<file path="src/rtl/imm_gen_stage_pkg.sv">
// Shared definitions for the immediate generator stage: format codes,
// RV32/RV64 major opcodes and the skid-buffer state encoding.
// Optional feature macro: IMM_ZICSR_EN (CSR uimm decoding as format Z).
package imm_gen_stage_pkg;

    // Width of the format code carried with each immediate
    localparam int IMM_TYPE_W = 3;

    // Immediate format codes
    localparam logic [IMM_TYPE_W-1:0] FMT_R   = 3'd0;
    localparam logic [IMM_TYPE_W-1:0] FMT_I   = 3'd1;
    localparam logic [IMM_TYPE_W-1:0] FMT_S   = 3'd2;
    localparam logic [IMM_TYPE_W-1:0] FMT_B   = 3'd3;
    localparam logic [IMM_TYPE_W-1:0] FMT_U   = 3'd4;
    localparam logic [IMM_TYPE_W-1:0] FMT_J   = 3'd5;
    localparam logic [IMM_TYPE_W-1:0] FMT_Z   = 3'd6;
    localparam logic [IMM_TYPE_W-1:0] FMT_ILL = 3'd7;

    // Major opcodes (inst[6:0])
    localparam logic [6:0] OPC_OP        = 7'b0110011;
    localparam logic [6:0] OPC_OP_32     = 7'b0111011;
    localparam logic [6:0] OPC_OP_IMM    = 7'b0010011;
    localparam logic [6:0] OPC_LOAD      = 7'b0000011;
    localparam logic [6:0] OPC_JALR      = 7'b1100111;
    localparam logic [6:0] OPC_OP_IMM_32 = 7'b0011011;
    localparam logic [6:0] OPC_SYSTEM    = 7'b1110011;
    localparam logic [6:0] OPC_STORE     = 7'b0100011;
    localparam logic [6:0] OPC_BRANCH    = 7'b1100011;
    localparam logic [6:0] OPC_LUI       = 7'b0110111;
    localparam logic [6:0] OPC_AUIPC     = 7'b0010111;
    localparam logic [6:0] OPC_JAL       = 7'b1101111;

    // Occupancy of the 2-entry output buffer
    typedef enum logic [1:0] {
        ST_EMPTY = 2'd0,
        ST_ONE   = 2'd1,
        ST_FULL  = 2'd2
    } buf_state_e;

endpackage

</file>
<file path="src/rtl/imm_decode.sv">
// Combinational immediate decoder: opcode -> format code and the
// sign-extended XLEN immediate.
// Optional feature macro: IMM_ZICSR_EN (SYSTEM with funct3[2]=1 -> format Z).
module imm_decode
    import imm_gen_stage_pkg::*;
#(
    parameter int XLEN   = 32,
    parameter int TYPE_W = IMM_TYPE_W
) (
    input  logic [31:0]       i_inst,
    output logic [XLEN-1:0]   o_imm,
    output logic [TYPE_W-1:0] o_type
);

    logic [31:0]           w_imm32;
    logic [IMM_TYPE_W-1:0] w_fmt;

    // Select the format from the opcode and assemble the 32-bit immediate
    always_comb begin
        w_fmt   = FMT_ILL;
        w_imm32 = '0;
        case (i_inst[6:0])
            OPC_OP, OPC_OP_32: begin
                w_fmt = FMT_R;
            end
            OPC_OP_IMM, OPC_LOAD, OPC_JALR, OPC_OP_IMM_32: begin
                // Shift amounts are passed through raw as part of the I value
                w_fmt   = FMT_I;
                w_imm32 = {{20{i_inst[31]}}, i_inst[31:20]};
            end
            OPC_SYSTEM: begin
`ifdef IMM_ZICSR_EN
                if (i_inst[14]) begin
                    // CSR immediate forms: 5-bit uimm in the rs1 field
                    w_fmt   = FMT_Z;
                    w_imm32 = {27'd0, i_inst[19:15]};
                end else begin
                    w_fmt   = FMT_I;
                    w_imm32 = {{20{i_inst[31]}}, i_inst[31:20]};
                end
`else
                w_fmt   = FMT_I;
                w_imm32 = {{20{i_inst[31]}}, i_inst[31:20]};
`endif
            end
            OPC_STORE: begin
                w_fmt   = FMT_S;
                w_imm32 = {{20{i_inst[31]}}, i_inst[31:25], i_inst[11:7]};
            end
            OPC_BRANCH: begin
                w_fmt   = FMT_B;
                w_imm32 = {{19{i_inst[31]}}, i_inst[31], i_inst[7],
                           i_inst[30:25], i_inst[11:8], 1'b0};
            end
            OPC_LUI, OPC_AUIPC: begin
                w_fmt   = FMT_U;
                w_imm32 = {i_inst[31:12], 12'd0};
            end
            OPC_JAL: begin
                w_fmt   = FMT_J;
                w_imm32 = {{11{i_inst[31]}}, i_inst[31], i_inst[19:12],
                           i_inst[20], i_inst[30:21], 1'b0};
            end
            default: begin
                w_fmt   = FMT_ILL;
                w_imm32 = '0;
            end
        endcase
    end

    assign o_type = TYPE_W'(w_fmt);

    // Low word is the assembled value; bit 31 is replicated up to XLEN
    // (the Z value has bit 31 clear, so it stays zero-extended).
    assign o_imm[31:0] = w_imm32;

    genvar gi;
    generate
        for (gi = 32; gi < XLEN; gi++) begin : g_sext
            assign o_imm[gi] = w_imm32[31];
        end
    endgenerate

endmodule

</file>
<file path="src/rtl/imm_gen_stage.sv">
// Pipelined immediate generator: decodes each accepted instruction and
// holds the result in a 2-entry skid buffer (head drives the outputs, the
// second entry absorbs one beat of backpressure so in_ready can be taken
// from registered state only).
// Optional feature macro: IMM_ZICSR_EN (passed through to imm_decode).
module imm_gen_stage
    import imm_gen_stage_pkg::*;
#(
    parameter int XLEN   = 32,
    parameter int TYPE_W = IMM_TYPE_W
) (
    input  logic              clk,
    input  logic              rst,
    input  logic              flush,
    input  logic              in_valid,
    output logic              in_ready,
    input  logic [31:0]       in_inst,
    output logic              out_valid,
    input  logic              out_ready,
    output logic [XLEN-1:0]   out_imm,
    output logic [TYPE_W-1:0] out_type,
    output logic [31:0]       out_inst
);

    buf_state_e r_state;
    buf_state_e w_state_next;

    logic [XLEN-1:0]   r_head_imm;
    logic [TYPE_W-1:0] r_head_type;
    logic [31:0]       r_head_inst;
    logic [XLEN-1:0]   r_skid_imm;
    logic [TYPE_W-1:0] r_skid_type;
    logic [31:0]       r_skid_inst;

    logic [XLEN-1:0]   w_dec_imm;
    logic [TYPE_W-1:0] w_dec_type;

    logic w_push;
    logic w_pop;
    logic w_load_head_new;
    logic w_load_head_skid;
    logic w_load_skid;

    imm_decode #(
        .XLEN   (XLEN),
        .TYPE_W (TYPE_W)
    ) u_decode (
        .i_inst (in_inst),
        .o_imm  (w_dec_imm),
        .o_type (w_dec_type)
    );

    // in_ready depends on the registered state (and reset) only
    assign in_ready  = (r_state != ST_FULL) && !rst;
    assign out_valid = (r_state != ST_EMPTY);
    assign out_imm   = r_head_imm;
    assign out_type  = r_head_type;
    assign out_inst  = r_head_inst;

    assign w_push = in_valid && in_ready;
    assign w_pop  = out_valid && out_ready;

    // Next occupancy and which entry register loads this cycle
    always_comb begin
        w_state_next     = r_state;
        w_load_head_new  = 1'b0;
        w_load_head_skid = 1'b0;
        w_load_skid      = 1'b0;
        case (r_state)
            ST_EMPTY: begin
                if (w_push) begin
                    w_state_next    = ST_ONE;
                    w_load_head_new = 1'b1;
                end
            end
            ST_ONE: begin
                if (w_push && w_pop) begin
                    // Head leaves and the new entry replaces it directly
                    w_state_next    = ST_ONE;
                    w_load_head_new = 1'b1;
                end else if (w_push) begin
                    w_state_next = ST_FULL;
                    w_load_skid  = 1'b1;
                end else if (w_pop) begin
                    w_state_next = ST_EMPTY;
                end
            end
            ST_FULL: begin
                if (w_pop) begin
                    w_state_next     = ST_ONE;
                    w_load_head_skid = 1'b1;
                end
            end
            default: begin
                w_state_next = ST_EMPTY;
            end
        endcase
        // Flush drops everything, including an input accepted this cycle
        if (flush) begin
            w_state_next     = ST_EMPTY;
            w_load_head_new  = 1'b0;
            w_load_head_skid = 1'b0;
            w_load_skid      = 1'b0;
        end
    end

    // Occupancy state register
    always_ff @(posedge clk) begin
        if (rst) begin
            r_state <= ST_EMPTY;
        end else begin
            r_state <= w_state_next;
        end
    end

    // Head and skid entry registers; head only changes on a load, so the
    // outputs hold steady while the consumer stalls
    always_ff @(posedge clk) begin
        if (rst) begin
            r_head_imm  <= '0;
            r_head_type <= '0;
            r_head_inst <= '0;
            r_skid_imm  <= '0;
            r_skid_type <= '0;
            r_skid_inst <= '0;
        end else begin
            if (w_load_head_new) begin
                r_head_imm  <= w_dec_imm;
                r_head_type <= w_dec_type;
                r_head_inst <= in_inst;
            end else if (w_load_head_skid) begin
                r_head_imm  <= r_skid_imm;
                r_head_type <= r_skid_type;
                r_head_inst <= r_skid_inst;
            end
            if (w_load_skid) begin
                r_skid_imm  <= w_dec_imm;
                r_skid_type <= w_dec_type;
                r_skid_inst <= in_inst;
            end
        end
    end

endmodule

</file>
<file path="config.mk">
export PLATFORM = sky130hd
export DESIGN_NAME = imm_gen_stage
export DESIGN_NICKNAME = d
export VERILOG_FILES = /design/src/rtl/imm_gen_stage_pkg.sv /design/src/rtl/imm_decode.sv /design/src/rtl/imm_gen_stage.sv
export SDC_FILE = /design/constraint.sdc
export NUM_CORES = 1
export LEC_CHECK = 0
export BUFFER_PORTS_ARGS = -buffer_cell sky130_fd_sc_hd__buf_2
export CAP_MARGIN = 20
export CORE_MARGIN = 1
export CORE_UTILIZATION = 50
export CTS_CLUSTER_SIZE = 24
export DETAILED_ROUTE_END_ITERATION = 6
export PLACE_DENSITY = 0.73
export SLEW_MARGIN = 20
export SYNTH_ARGS = -nofsm -noshare
export SYNTH_HDL_FRONTEND = slang
export SYNTH_SLANG_ARGS = --single-unit
</file>
<file path="constraint.sdc">
create_clock -name clk -period 2.1 [get_ports clk]
set_input_delay 0.21 -clock clk [delete_from_list [all_inputs] [get_ports clk]]
set_output_delay 0.21 -clock clk [all_outputs]
set_load 0.01 [all_outputs]
</file>
# ---- Word-level counts from Yosys, hierarchy flattened
# Index checks and enable logic that the tools add are counted.
dict set report word_totals {
  inputBits 37
  output_inout_bits 69
  reg_bits 136
}
dict set report op_classes {
  eq_ne 18
  muxes 24
  n_reduce_logical 13
}
# cell n
set ops {}
lappend ops {{case mux 32 bit (5 select lines)} 1}
lappend ops {{2-to-1 mux 32 bit} 4}
lappend ops {{equality test 7 x 6 -> 1 bit (second input constant)} 4}
lappend ops {{equality test 7 bit (second input constant)} 4}
lappend ops {{equality test 7 x 5 -> 1 bit (second input constant)} 3}
lappend ops {{case mux 3 bit (6 select lines)} 1}
lappend ops {{2-to-1 mux 2 bit} 5}
lappend ops {{2-to-1 mux 1 bit} 9}
lappend ops {{equality test 7 x 2 -> 1 bit (second input constant)} 1}
lappend ops {{2-to-1 mux 3 bit} 2}
lappend ops {{inequality test 2 bit (second input constant)} 3}
lappend ops {{case mux 2 bit (3 select lines)} 1}
lappend ops {{OR reduction 2 bit} 3}
lappend ops {{OR reduction 5 bit} 1}
lappend ops {{logical AND 1 bit} 4}
lappend ops {{inequality test 4 bit (second input constant)} 1}
lappend ops {{nonzero test 2 bit} 2}
lappend ops {{AND reduction 3 bit} 1}
lappend ops {{equality test 2 x 1 -> 1 bit (second input constant)} 1}
lappend ops {{equality test 2 bit (second input constant)} 1}
lappend ops {{zero test 2 bit} 1}
lappend ops {{case mux 1 bit (2 select lines)} 1}
lappend ops {{zero test 1 bit} 1}

# ---- Depth between registers and ports, before layout
# Gate-level depths: netlist (run 1).
dict set report depth {
  ltp_word 8
  mapped_depth 7
  depth_no_buf 5
}

# ---- Modules after synthesis
# From an unflattened synthesis (run 1), not the netlist that was laid out.
dict set report unflattened {
  hier_cells 798
  hier_area_um2 6660.1
}
# mod area_each_um2 cells_per_inst n_inst
set modules_own_cells {}
lappend modules_own_cells {imm_gen_stage 6004.5 706 1}
lappend modules_own_cells {imm_decode 655.6 92 1}

# ---- Least setup slack after synthesis (run 1)
# Ideal clock, no wire load.
dict set report synth_timing {
  path_kind {flip-flop to flip-flop}
  from {reg r_state[1]}
  to {reg r_head_imm[30] (netlist: out_imm[30])}
  period_less_slack_ns 1.588
  path_slack_ns 0.512
  n_path_buf 1
  stages_incl_launch_ff 6
  arrival_time_ns 1.434
  cell_sequence {dfxtp_1 nor4b_2 nand2_1 a311oi_1 buf_4 a221oi_1}
}
dict set report synth_via {
  elab_chain_len 8
  elab_cells_between_ends 18
  cone_classes {3 x eq/ne; 8 x mux; 7 x reduce/logical}
}
# item line_no
set synth_rtl {}
lappend synth_rtl {{start, declared} imm_gen_stage.sv:25} ;# buf_state_e r_state;
lappend synth_rtl {{start signal, assigned} imm_gen_stage.sv:112} ;# r_state <= w_state_next;
lappend synth_rtl {{inequality test 2 bit} imm_gen_stage.sv:54} ;# assign in_ready = (r_state != ST_FULL) && !rst;
lappend synth_rtl {{logical AND 1 bit} imm_gen_stage.sv:54}
lappend synth_rtl {{logical AND 1 bit} imm_gen_stage.sv:60} ;# assign w_push = in_valid && in_ready;
lappend synth_rtl {{logical AND 1 bit} imm_gen_stage.sv:77} ;# if (w_push && w_pop) begin
lappend synth_rtl {{2-to-1 mux 1 bit} imm_gen_stage.sv:77}
lappend synth_rtl {{case mux 1 bit (2 select lines)} imm_gen_stage.sv:69} ;# case (r_state)
lappend synth_rtl {{2-to-1 mux 1 bit} imm_gen_stage.sv:99} ;# if (flush) begin
lappend synth_rtl {{2-to-1 mux 32 bit / nonzero test 2 bit (equally long branches)} -}
lappend synth_rtl {{end signal, assigned} imm_gen_stage.sv:128} ;# r_head_imm <= w_dec_imm;
lappend synth_rtl {{end signal, assigned} imm_gen_stage.sv:132} ;# r_head_imm <= r_skid_imm;
lappend synth_rtl {{end, declared} imm_gen_stage.sv:28} ;# logic [XLEN-1:0] r_head_imm;
# Several ways; a longest one is shown, not always the timed one.
# A chain may end at the register's enable or synchronous reset.

# ---- Worst setup path after layout (run 1)
dict set report layout_timing {
  from {in flush}
  to {reg r_head_imm[18] (netlist: out_imm[18])}
}
dict set report layout_via {
  elab_chain_len 2
  elab_cells_between_ends 4
  cone_classes {3 x mux; 1 x reduce/logical}
}
# item line_no
set layout_rtl {}
lappend layout_rtl {{start, declared} imm_gen_stage.sv:14} ;# input logic flush,
lappend layout_rtl {{2-to-1 mux 1 bit} imm_gen_stage.sv:99}
lappend layout_rtl {{2-to-1 mux 32 bit / nonzero test 2 bit (equally long branches)} -}
# Several ways; a longest one is shown, not always the timed one.

==> results of run 1 <==
flip-flops by register name, indices dropped and copies added (netlist names):
register / count
out_type: 3
r_skid_inst: 32
r_skid_imm: 32
out_inst: 32
r_skid_type: 3
r_state: 2
out_imm: 32
synth_stat cells (all sizes together) (3+ instances only):
master   instances  area [um^2]
a22oi           10         75.1
o2bb2ai          5         43.8
o21ai           33          165
inv              3         11.3
dfxtp          136         2720
nor3             4         30.0
nor2            48          183
a221oi          21          240
a21oi           70          403
and2             5         31.3
clkbuf          26         97.6
buf             29          151
nor2b           12         75.1
mux2i           53          531
a31o             3         35.0
nand2b           4         25.0
nand2           99          372
a32oi            5         43.8
a211oi          42          335
and3             4         25.0
area by class of cell:
cell class,count,area [um^2]
multi-input cells,449,2910
well taps,143,179
fillers,984,4280
clock inverters,8,121
flip-flops and latches,136,2720
clock buffers,22,474
repair buffers,124,714
inverters,3,11.3
how the worst max path moves through the flow:
stage,start,end
finish,flush,out_imm[18]
global route,flush,out_imm[18]
global placement,in_inst[6],out_imm[16]
CTS,flush,out_imm[4]
detailed placement,r_state[1],out_imm[14]
floorplan,r_state[1],out_imm[30]
logic make-up (layout without fill, tap and decap cells):
family | count (synthesis) | after routing | synth area share
compound gates | 201 | 201 | 0.246
mux | 55 | 55 | 0.0940
buf+inv | 58 | 157 | 0.0443
flops | 136 | 136 | 0.463
simple gates | 193 | 193 | 0.153
critical path, delay by kind of cell:
kind | cells | cell delay, ns
AO/OA/AOI/OAI | 1 | 0.13
buffers and inverters | 3 | 0.98
multiplexers | 1 | 0.28
AND/OR/NAND/NOR | 1 | 0.54
through the flow:
step	power, uW	util	std cells
6_report	6160	0.625	885
2_1_floorplan	3010	-	643
3_5_place_dp	3200	0.571	854
5_1_grt	6360	0.625	885
3_3_place_gp	3190	0.571	854
4_1_cts	6190	0.624	885
placed cells by master, fill, tap and decap left out, types with 3 or more instances in the layout:
cell and count:
bufinv_16 3, o2bb2ai_1 5, mux2i_1 53, nor2b_1 12, a211oi_2 4, nand2b_1 4
a21oi_2 11, a211oi_1 38, inv_1 3, buf_4 15, clkbuf_16 17, clkinv_2 3
a32oi_1 5, clkbuf_8 3, buf_2 104, nand2_1 98, dfxtp_1 136, a221oi_2 9
nor2_1 47, o21ai_1 7, buf_12 3, a221oi_1 12, a21oi_1 58, a22oi_1 10
o21ai_0 26, and3_1 4, and2_1 4
timing repair:
action | in CTS | in global routing
hold endpoints to repair | 1 | 0
hold buffers | 1 | 0
resized for setup | 0 | 0
layer usage:
layer	GRT usage	vias to the layer above
met5	0	-
met4	0.105	0
met3	0.0554	34
met2	0.425	172
met1	0.336	2489
li1	-	2504
report_power, final:
group	switching, uW	leakage, uW	internal [uW]
sequential	38.9	0.00110	2650
clock	1070	0.000292	1940
combinational	291	0.00124	175
total	1400	0.00263	4770
==> key figures, run 1 <==
Place
  • Routability cong.: 0.923
  • Setup WS pre-CTS: 0.222 ns
  • Area after DPL: 6530 um^2
  • Hpwl dp: 10.4 mm
  • Buffers added on ports: 105

Clock tree
  • Clk sinks: 136
  • Clock Path Buffers: 2
  • H-tree depth: 4
  • Number of buffers created by CTS: 17
  • CTS clk-pin slew, worst paths: 0.06 ns
  • Buffer count from post-CTS setup fixing: 0
  • CTS tree: done
  • Clock latency on the worst-skew pair: 0.42 ns
  • Root Driver: clkbuf_16

Routing
  • Routed wl met2: 7.48 mm
  • DRT iter0 DRCs: 329
  • Post-route ant nets: 0
  • Routed vias: 5199
  • Highest metal used: met4
  • Vias per inst: 5.87
  • Routed length per instance: 17.6 um
  • WL met1: 6.89 mm
  • Drc violations: 0
  • WL met3: 872 um
  • Final WL: 15.5 mm
  • DR pass1 iterations: 7

STA
  • Slew Limit Fails: 0
  • Hold WS: 0.0322 ns
  • Tmin final: 1.92 ns
  • Fin. Hold Viols: 0
  • Fmax: 521 MHz
  • Fin crit share: 0.914
  • RSZ-0062 raised after global routing: no
  • Tightest Pin Transition: 0.820 ns
  • # setup viols final: 0
  • Setup_tns: 0 ns
  • Final setup margin: 0.180 ns
  • Skew final: 0.00564 ns
  • Worst slew margin: 0.454

Logic synthesis
  • Flops & latches, synth: 136
  • Yosys cell types: 55
  • Post-synth EDFFs: 0
  • Mapped Area: 5880 um^2
  • YS warnings: 0
  • Synthesized Nets: 680
  • Syn_area_per_cell: 9.15 um^2
  • FFs w/ async S/R, synth: 0
  • Seq/Total Area, Yosys: 0.463
  • Most common flop cell mapped by yosys: dfxtp_1
  • Syn Inst Count: 643

Setup path
  • R2R setup slack: 0.24 ns
  • FF-to-FF End: out_imm[18]
  • CP max stage delay: 0.54 ns
  • Startpoint types: primary input
  • Arrival time at the worst endpoint: 2.16 ns
  • Critical path fanouts, max: 33
  • CP max stage cell: dlygate4sd3_1
  • CP Capture Type: flop
  • Worst R2R Start: r_state[1]
  • Worst EP required: 2.34 ns
  • Crit path cell chain: dlygate4sd3_1 -> buf_2 -> and4bb_4 -> buf_12 -> mux2i_1 -> a221oi_1
  • Crit Path Class: primary input to flop
  • Reg2Reg Depth: 4

Worst hold path
  • Min-Delay Endpoint: r_state[1]
  • Worst Hold Depth: 2
  • Hold WC Path Type: primary input to flop
  • Hold Crit Start: out_ready

Die
  • Starting density of the core: 0.515
  • Height of the die: 110 um
  • Die ar.: 12200 um^2
  • Core Box Area: 11400 um^2
  • Site Rows: 39
  • Die width: 110 um
  • IO Count: 106

Finish
  • Ant diodes: 0
  • Synth-to-layout area growth: 21.3%
  • Layout cells sized above 1: 0.263
  • Design area: 7130 um^2
  • Nets@finish: 768

Status
  • Status: finished, final reports clean

Pwr
  • Leak: 0.00263 uW
  • VDD IR max: 0.567 mV
  • PwrDens: 864 nW/um^2

Global routing
  • Initial antenna violation count: 0
  • Largest net degree at the start of global routing: 102
  • GRT overflow: 0
  • Vias in the first global route: 5080
  • Total track usage: 0.261
  • First-pass GRT wire length: 25.6 mm

Flow run
  • Max-cap violations: 0
(Power assumes the default switching activity.)
==> inputs of run 2 (changes only) <==
--- a/config.mk
+++ b/config.mk
@@ -7,7 +7,7 @@
 export LEC_CHECK = 0
 export BUFFER_PORTS_ARGS = -buffer_cell sky130_fd_sc_hd__buf_2
 export CAP_MARGIN = 20
-export CORE_MARGIN = 1
+export CORE_MARGIN = 3
 export CORE_UTILIZATION = 50
 export CTS_CLUSTER_SIZE = 24
 export DETAILED_ROUTE_END_ITERATION = 6
==> run 2 against run 1 <==
Non-clock buffer count increased by 4. Critical path depth shrank 1. Maximum frequency shrank 2.7%. Clock-buffer cell count increased by 2. Cell area about the same. Total power decreased by 3.9%. Global-route usage shrank 1.7 points. Die area increased by 7.4%.
==> key figures, run 2 (synthesis gave the netlist of run 1 again) <==
Status
  • Status: finished, final reports clean

Clock tree
  • Clock Path Buffers: 2
  • CTS tree: done
  • Clock latency on the worst-skew pair: 0.41 ns
  • H-tree depth: 4
  • CTS clk-pin slew, worst paths: 0.05 ns
  • Buffer count from post-CTS setup fixing: 0
  • Clk sinks: 136
  • Root Driver: clkbuf_16
  • Number of buffers created by CTS: 17

Pwr
  • Leak: 0.00264 uW
  • PwrDens: 830 nW/um^2
  • VDD IR max: 0.830 mV

Die
  • Height of the die: 114 um
  • Site Rows: 38
  • Starting density of the core: 0.526
  • Die ar.: 13100 um^2
  • Die width: 114 um
  • IO Count: 106
  • Core Box Area: 11200 um^2

STA
  • Hold WS: 0.0469 ns
  • Tmin final: 1.97 ns
  • Skew final: 0.00633 ns
  • Tightest Pin Transition: 0.735 ns
  • Fin. Hold Viols: 0
  • Worst slew margin: 0.510
  • Slew Limit Fails: 0
  • # setup viols final: 0
  • Fin crit share: 0.939
  • Fmax: 507 MHz

Routing
  • Routed vias: 5286
  • WL met3: 1.20 mm
  • DRT iter0 DRCs: 533
  • Routed length per instance: 18.0 um
  • Highest metal used: met4
  • Post-route ant nets: 0
  • Routed wl met2: 7.64 mm
  • Final WL: 16.0 mm
  • Drc violations: 0
  • WL met1: 6.94 mm
  • DR pass1 iterations: 5
  • Vias per inst: 5.96

Setup path
  • Arrival time at the worst endpoint: 2.31 ns
  • Startpoint types: flop
  • Worst EP required: 2.44 ns
  • Crit Path Class: flop to flop
  • CP Capture Type: flop
  • Critical path fanouts, max: 65

Flow run
  • Max-cap violations: 0

Place
  • Area after DPL: 6530 um^2
  • Buffers added on ports: 105
  • Hpwl dp: 10.7 mm
  • Routability cong.: 0.852

Finish
  • Synth-to-layout area growth: 21.4%
  • Ant diodes: 0
  • Commonest non-fill, non-tap cell in the layout: dfxtp_1
  • Commonest cells after routing, fill and taps aside: 136 x dfxtp_1, 104 x buf_2, 98 x nand2_1
  • Nets@finish: 772
  • Layout cells sized above 1: 0.265
  • Design area: 7140 um^2

Worst hold path
  • Hold WC Path Type: primary input to flop

Global routing
  • Total track usage: 0.244
  • GRT overflow: 0
  • First-pass GRT wire length: 25.3 mm
  • Largest net degree at the start of global routing: 102
  • Vias in the first global route: 5016
  • Initial antenna violation count: 0
run 2: path summary, 6_finish.rpt:
kind	start	slack [ns]	cells after the start	endpoint
hold / removal	out_ready	0.05	2	r_state[1]
setup / recovery	r_state[0]	0.13	5	out_imm[7]
hold reg to reg	r_skid_inst[27]	0.45	2	r_skid_inst[27]
setup reg to reg	r_state[0]	0.13	5	out_imm[7]
run 2: metal layers:
metal / track usage / vias up
li1: - / 2507
met1: 0.320 / 2536
met2: 0.389 / 225
met3: 0.0666 / 18
met4: 0.0847 / 0
met5: 0 / -
run 2: where the power goes:
| group | internal, uW | switching [uW] | total, uW |
|---|---|---|---|
| clock | 1710 | 1050 | 2760 |
| sequential | 2650 | 38.4 | 2690 |
| combinational | 184 | 297 | 481 |
run 2: repair_timing:
action | CTS | global route
resized for setup | 0 | 3
hold buffers | 1 | 0
endpoints found under the setup margin | 0 | 26
endpoints found under the hold margin | 1 | 0
run 2: worst max-delay path, stage by stage (launching register included):
cell	delay [ns]
dfxtp_1	0.43
nand2b_1	0.16
nand2_2	0.16
buf_4	0.61
nand2_1	0.30
o2bb2ai_1	0.23
run 2: per-stage QoR:
stage,setup TNS [ns],std cells,setup slack [ns],util,power (uW)
finish,0,887,0.127,0.639,5930
global route,-0.00424,887,-0.00424,0.639,6100
CTS,0,886,0.160,0.635,5950
detailed placement,0,854,0.151,0.585,3210
global placement,0,854,0.258,0.585,3190
floorplan,0,643,0.512,-,3010
run 2: cell type report:
type / instances / area, um^2
Clock buffer: 24 / 482
Clock inverter: 7 / 70.1
Fill cell: 917 / 4040
Inverter: 3 / 11.3
Multi-Input combinational cell: 449 / 2930
Sequential cell: 136 / 2720
Tap cell: 140 / 175
Timing Repair Buffer: 128 / 748
